$ cat config.mk
export PLATFORM = sky130hd
export DESIGN_NAME = tl_ul_a_arbiter
export DESIGN_NICKNAME = d
export VERILOG_FILES = /design/src/rtl/tl_ul_a_arbiter.sv
export SDC_FILE = /design/constraint.sdc
export NUM_CORES = 1
export LEC_CHECK = 0
export CAP_MARGIN = 10
export CORE_ASPECT_RATIO = 0.8
export CORE_MARGIN = 2
export CORE_UTILIZATION = 35
export CTS_CLUSTER_DIAMETER = 40
export DETAILED_ROUTE_END_ITERATION = 16
export GPL_TIMING_DRIVEN = 0
export HOLD_SLACK_MARGIN = 0.12
export PLACE_DENSITY_LB_ADDON = 0.3
export RECOVER_POWER = 50
export SYNTH_ARGS = -nofsm -noshare
export SYNTH_HDL_FRONTEND = slang
export SYNTH_SLANG_ARGS = --single-unit
$ cat constraint.sdc
create_clock -name clock -period 3.9 [get_ports clock]
set_clock_uncertainty 0.2 [all_clocks]
set_input_delay 0.78 -clock clock [delete_from_list [all_inputs] [get_ports clock]]
set_output_delay 0.78 -clock clock [all_outputs]
set_load 0.02 [all_outputs]
$ cat src/rtl/tl_ul_a_arbiter.sv
// Two-to-one TileLink-UL A-channel round-robin arbiter with a registered A output,
// per-requester in-flight limiting and zero-latency D-channel return routing.
module tl_ul_a_arbiter #(
  parameter int unsigned MAX_INFLIGHT = 2
) (
  input  logic        clock,
  input  logic        reset_n,
  input  logic        r0_a_valid,
  output logic        r0_a_ready,
  input  logic [58:0] r0_a_bits,
  input  logic        r1_a_valid,
  output logic        r1_a_ready,
  input  logic [58:0] r1_a_bits,
  output logic        a_valid,
  input  logic        a_ready,
  output logic [59:0] a_bits,
  input  logic        d_valid,
  output logic        d_ready,
  input  logic [42:0] d_bits,
  output logic        r0_d_valid,
  input  logic        r0_d_ready,
  output logic        r1_d_valid,
  input  logic        r1_d_ready,
  output logic [41:0] r_d_bits,
  output logic        err_unexpected_d
);

  localparam logic [2:0] MaxCnt = 3'(MAX_INFLIGHT);

  logic        a_valid_q, a_valid_d;
  logic [59:0] a_bits_q, a_bits_d;
  logic        ptr_q, ptr_d;
  logic [2:0]  cnt0_q, cnt0_d, cnt1_q, cnt1_d;
  logic        err_q, err_d;

  logic        elig0, elig1, load, gnt_valid, gnt_idx;
  logic [58:0] gnt_bits;
  logic        d_sel, d_fire, inc0, inc1, dec0, dec1;

  // Eligibility uses the registered count, so a same-cycle retirement frees a slot next cycle.
  assign elig0     = r0_a_valid && (cnt0_q < MaxCnt);
  assign elig1     = r1_a_valid && (cnt1_q < MaxCnt);
  assign load      = !a_valid_q || a_ready;
  assign gnt_valid = elig0 || elig1;
  assign gnt_idx   = ptr_q ? elig1 : !elig0;
  assign gnt_bits  = gnt_idx ? r1_a_bits : r0_a_bits;

  assign r0_a_ready = load && gnt_valid && !gnt_idx;
  assign r1_a_ready = load && gnt_valid && gnt_idx;

  always_comb begin
    a_valid_d = a_valid_q;
    a_bits_d  = a_bits_q;
    ptr_d     = ptr_q;
    if (load) begin
      a_valid_d = gnt_valid;
      if (gnt_valid) begin
        // Requester index becomes the new source MSB.
        a_bits_d = {gnt_bits[58:51], gnt_idx, gnt_bits[50:0]};
        ptr_d    = !gnt_idx;
      end
    end
  end

  assign d_sel      = d_bits[35];
  assign r0_d_valid = d_valid && !d_sel;
  assign r1_d_valid = d_valid && d_sel;
  assign d_ready    = d_sel ? r1_d_ready : r0_d_ready;
  assign r_d_bits   = {d_bits[42:36], d_bits[34:0]};
  assign d_fire     = d_valid && d_ready;

  assign inc0 = r0_a_valid && r0_a_ready;
  assign inc1 = r1_a_valid && r1_a_ready;
  assign dec0 = d_fire && !d_sel && (cnt0_q != 3'd0);
  assign dec1 = d_fire && d_sel && (cnt1_q != 3'd0);

  always_comb begin
    cnt0_d = cnt0_q;
    cnt1_d = cnt1_q;
    if (inc0 && !dec0) begin
      cnt0_d = cnt0_q + 3'd1;
    end else if (dec0 && !inc0) begin
      cnt0_d = cnt0_q - 3'd1;
    end
    if (inc1 && !dec1) begin
      cnt1_d = cnt1_q + 3'd1;
    end else if (dec1 && !inc1) begin
      cnt1_d = cnt1_q - 3'd1;
    end
    err_d = err_q || (d_fire && (d_sel ? (cnt1_q == 3'd0) : (cnt0_q == 3'd0)));
  end

  always_ff @(posedge clock or negedge reset_n) begin
    if (!reset_n) begin
      a_valid_q <= 1'b0;
      a_bits_q  <= '0;
      ptr_q     <= 1'b0;
      cnt0_q    <= '0;
      cnt1_q    <= '0;
      err_q     <= 1'b0;
    end else begin
      a_valid_q <= a_valid_d;
      a_bits_q  <= a_bits_d;
      ptr_q     <= ptr_d;
      cnt0_q    <= cnt0_d;
      cnt1_q    <= cnt1_d;
      err_q     <= err_d;
    end
  end

  assign a_valid          = a_valid_q;
  assign a_bits           = a_bits_q;
  assign err_unexpected_d = err_q;

endmodule

==> impl_metrics.csv <==
group,metric,value,unit
timing,grt_setup_unrepaired,"no",
worst_setup_path,endpoint_kind,"primary output",
hold_path,hold_depth,1,
placement,dpl.hpwl,9570,um
worst_setup_path,r2r-end,"cnt0_q[2]$_DFFE_PN0P_",
timing,relSlewSlack,-15.5,%
run,cap_violations,1,
worst_setup_path,rr_worst_depth,9,
timing,final-setup-viol-count,0,
yosys,yosysWarnings,0,
clocking,path_clk_slew,0.05,ns
placement,place_inst,738,
hold_path,min_to,"cnt1_q[2]$_DFFE_PN0P_",
global_route,grtUsageTotal,21.6,%
clocking,cts_setup_buffers,0,
yosys,post_synth_inst_count,363,
worst_setup_path,reg2reg_slack,0.79,ns
cells_and_area,multi_input_area,1300,um^2
cells_and_area,layoutNonFillerInstCount,753,
timing,period_needed,3.70,ns
yosys,yosys.area.top_type_share,45.5,%
global_route,overflow,0,
drt,drtIter0Drc,171,
clocking,cts.sinks,69,
global_route,grt_antenna_before_repair,0,
pwr,p_per_area,665,nW/um^2
yosys,avgSynthCellArea,10.4,um^2
outcome,failed_checks,"max-capacitance violations, max-slew violations",
placement,place_congestion,0.815,
worst_setup_path,crit_fanout,10,
clocking,clockBufferDepth,2,
timing,hold_slack,0.303,ns
clocking,cts_made_buffers,9,
worst_setup_path,path_class,"in2out",
placement,io_buffers,235,
drt,vias,3765,
yosys,ys_ff_latch,69,
cells_and_area,fillers,869,
yosys,synthTopCellsByArea,"dfrtp_1 46%, a221o_1 16%, nor4_1 9.7%, buf_4 8.3%, inv_1 6.2%",
cells_and_area,synthToLayoutAreaGrowth,73.7,%
yosys,synth_nets,536,
clocking,clock_latency,0.31,ns
global_route,grt_pass1_vias,3959,
outcome,status,"complete, but fails checks",
global_route,grt_max_degree,70,
floorplan,die_y,97.1,um
pwr,peakVddDrop,0.390,mV
drt,routedWlPerCell,17.0,um
floorplan,dieWidth,120,um
worst_setup_path,cp-start-kind,"input port",
yosys,yosysSeqAreaShare,45.5,%
floorplan,die_area,11700,um^2
cells_and_area,drive_gt1_share,13.1,%
timing,setup_slack,0.196,ns
clocking,htreeDepth,3,
pwr,finalPower,4.38,mW
hold_path,hold_start,"cnt1_q[2]$_DFFE_PN0P_",
cells_and_area,seq_area,1730,um^2
drt,first_pass_iters,4,
pwr,p_leak,2.94,nW
floorplan,io_pins,278,
hold_path,hp-class,"reg2reg",
timing,min_period_over_period,95.0,%
yosys,syn_area,3790,um^2
drt,viasPerCell,5.00,
timing,slew_violations,70,
cells_and_area,nNetsFinal,781,
floorplan,coreArea,10400,um^2
drt,ant_nets,0,
global_route,grt_pass1_wl,20300,um
floorplan,initial_core_util,36.4,%
floorplan,core.rowCount,33,
drt,totalWireLength,12800,um
placement,dpl_worst_slack,-0.218,ns
worst_setup_path,worstPathRequired,2.92,ns
clocking,cts_tree,"done",
cells_and_area,antenna_cells,0,
yosys,yosysTopAreaCell,"dfrtp_1",
timing,max_freq,270,MHz
clocking,root_buffer,"clkbuf_16",
timing,worstMarginPinSlew,1.73,ns
timing,hold_viol_final,0,
worst_setup_path,crit_arrival,2.72,ns
yosys,ys_types,30,
drt,drc_errors,0,
worst_setup_path,r2r-start,"cnt0_q[1]$_DFFE_PN0P_",
## power by group
part | internal (mW) | switching [mW] | total (mW)
clock network | 0.429 | 0.301 | 0.730
registers | 1.07 | 0.230 | 1.30
logic | 1.16 | 1.19 | 2.35
total | 2.66 | 1.72 | 4.38
## layout make-up
| class | count | share of cell area [%] |
|---|---|---|
| well taps | 140 | 2.66 |
| clock buffers | 10 | 3.48 |
| repair buffers | 235 | 35.6 |
| inverters | 63 | 3.59 |
| flip-flops and latches | 69 | 26.2 |
| clock inverters | 6 | 0.608 |
| multi-input cells | 156 | 19.7 |
| plain buffers | 74 | 8.13 |
## worst max-delay path: stages
cell             delay, ns
clkdlybuf4s50_1       0.54
or3b_1                0.35
buf_2                 0.20
clkbuf_1              0.27
nor3_1                0.23
dlygate4sd2_1         0.36
## state kept, by name (all words and copies together), names as in the netlist
register / flops
a_bits: 60
a_valid: 1
err_unexpected_d: 1
cnt0_q: 3
ptr_q: 1
cnt1_q: 3
## how the worst max path moves through the flow
stage	startpoint	to	slack (ns)	depth (start not counted)
after floorplan	r0_a_valid	cnt0_q[2]$_DFFE_PN0P_	0.82	9
after global placement	reset_n	a_bits[15]$_DFFE_PN0N_	-0.51	1
after detailed placement	r0_a_valid	r1_a_ready	-0.22	5
after CTS	a_ready	r0_a_ready	0.11	6
after global routing	r1_a_valid	r1_a_ready	0.04	6
final	r1_a_valid	r1_a_ready	0.20	6
## cells in the mapped netlist
| library cell | n |
|---|---|
| a21o_1 | 1 |
| a21oi_1 | 2 |
| a221o_1 | 59 |
| a311o_1 | 1 |
| a311oi_1 | 1 |
| a311oi_4 | 1 |
| and2_1 | 1 |
| buf_2 | 1 |
| buf_4 | 42 |
| buf_6 | 13 |
| clkbuf_1 | 19 |
| dfrtp_1 | 69 |
| fa_1 | 2 |
| ha_1 | 2 |
| inv_1 | 63 |
| mux2_2 | 3 |
| nand2_1 | 1 |
| nand3_1 | 2 |
| nand3b_1 | 1 |
| nor2_1 | 4 |
| nor2b_1 | 2 |
| nor3_1 | 3 |
| nor4_1 | 59 |
| nor4b_2 | 1 |
| or2_2 | 1 |
| or3_1 | 1 |
| or3b_1 | 1 |
| or3b_4 | 1 |
| xnor2_1 | 2 |
| xor2_1 | 4 |
## placed cells by master (no fill, tap or decap), types with 3 or more instances in the layout
master           instances
clkdlybuf4s50_1        179
dfrtp_1                 69
inv_1                   63
nor4_1                  59
a221o_1                 59
dlygate4sd3_1           54
buf_4                   42
clkbuf_1                18
buf_6                   13
clkbuf_16                9
nor2_1                   4
xor2_1                   4
mux2_2                   3
nor3_1                   3
clkinv_2                 3
## through the flow
stage / setup TNS (ns) / util [%] / instance area (um^2)
2_1_floorplan: 0 / - / 3790
3_3_place_gp: -35.02 / 60.7 / 6320
3_5_place_dp: -0.340 / 60.7 / 6320
4_1_cts: 0 / 63.4 / 6600
5_1_grt: 0 / 63.3 / 6590
6_report: 0 / 63.3 / 6590
## metal layers
metal	global-route usage (%)	part of all wire, %
met5	0	0
met4	5.37	0.74
met3	5.40	7.0
met2	37.0	50
met1	27.3	42
## kinds of logic after synthesis
kind of cell | after synthesis | synth area share, %
xor+xnor | 6 | 1.39
flops | 69 | 45.5
buf+inv | 138 | 20.4
fa+ha+maj | 4 | 1.72
simple gates | 78 | 12.8
compound gates | 65 | 17.2
mux | 3 | 0.891
## repair_timing
item                                    4_1_cts  5_1_grt
gates resized for setup                       3        0
endpoints found under the setup margin        2        1
hold buffers                                  0        0
(Power assumes the default switching activity.)
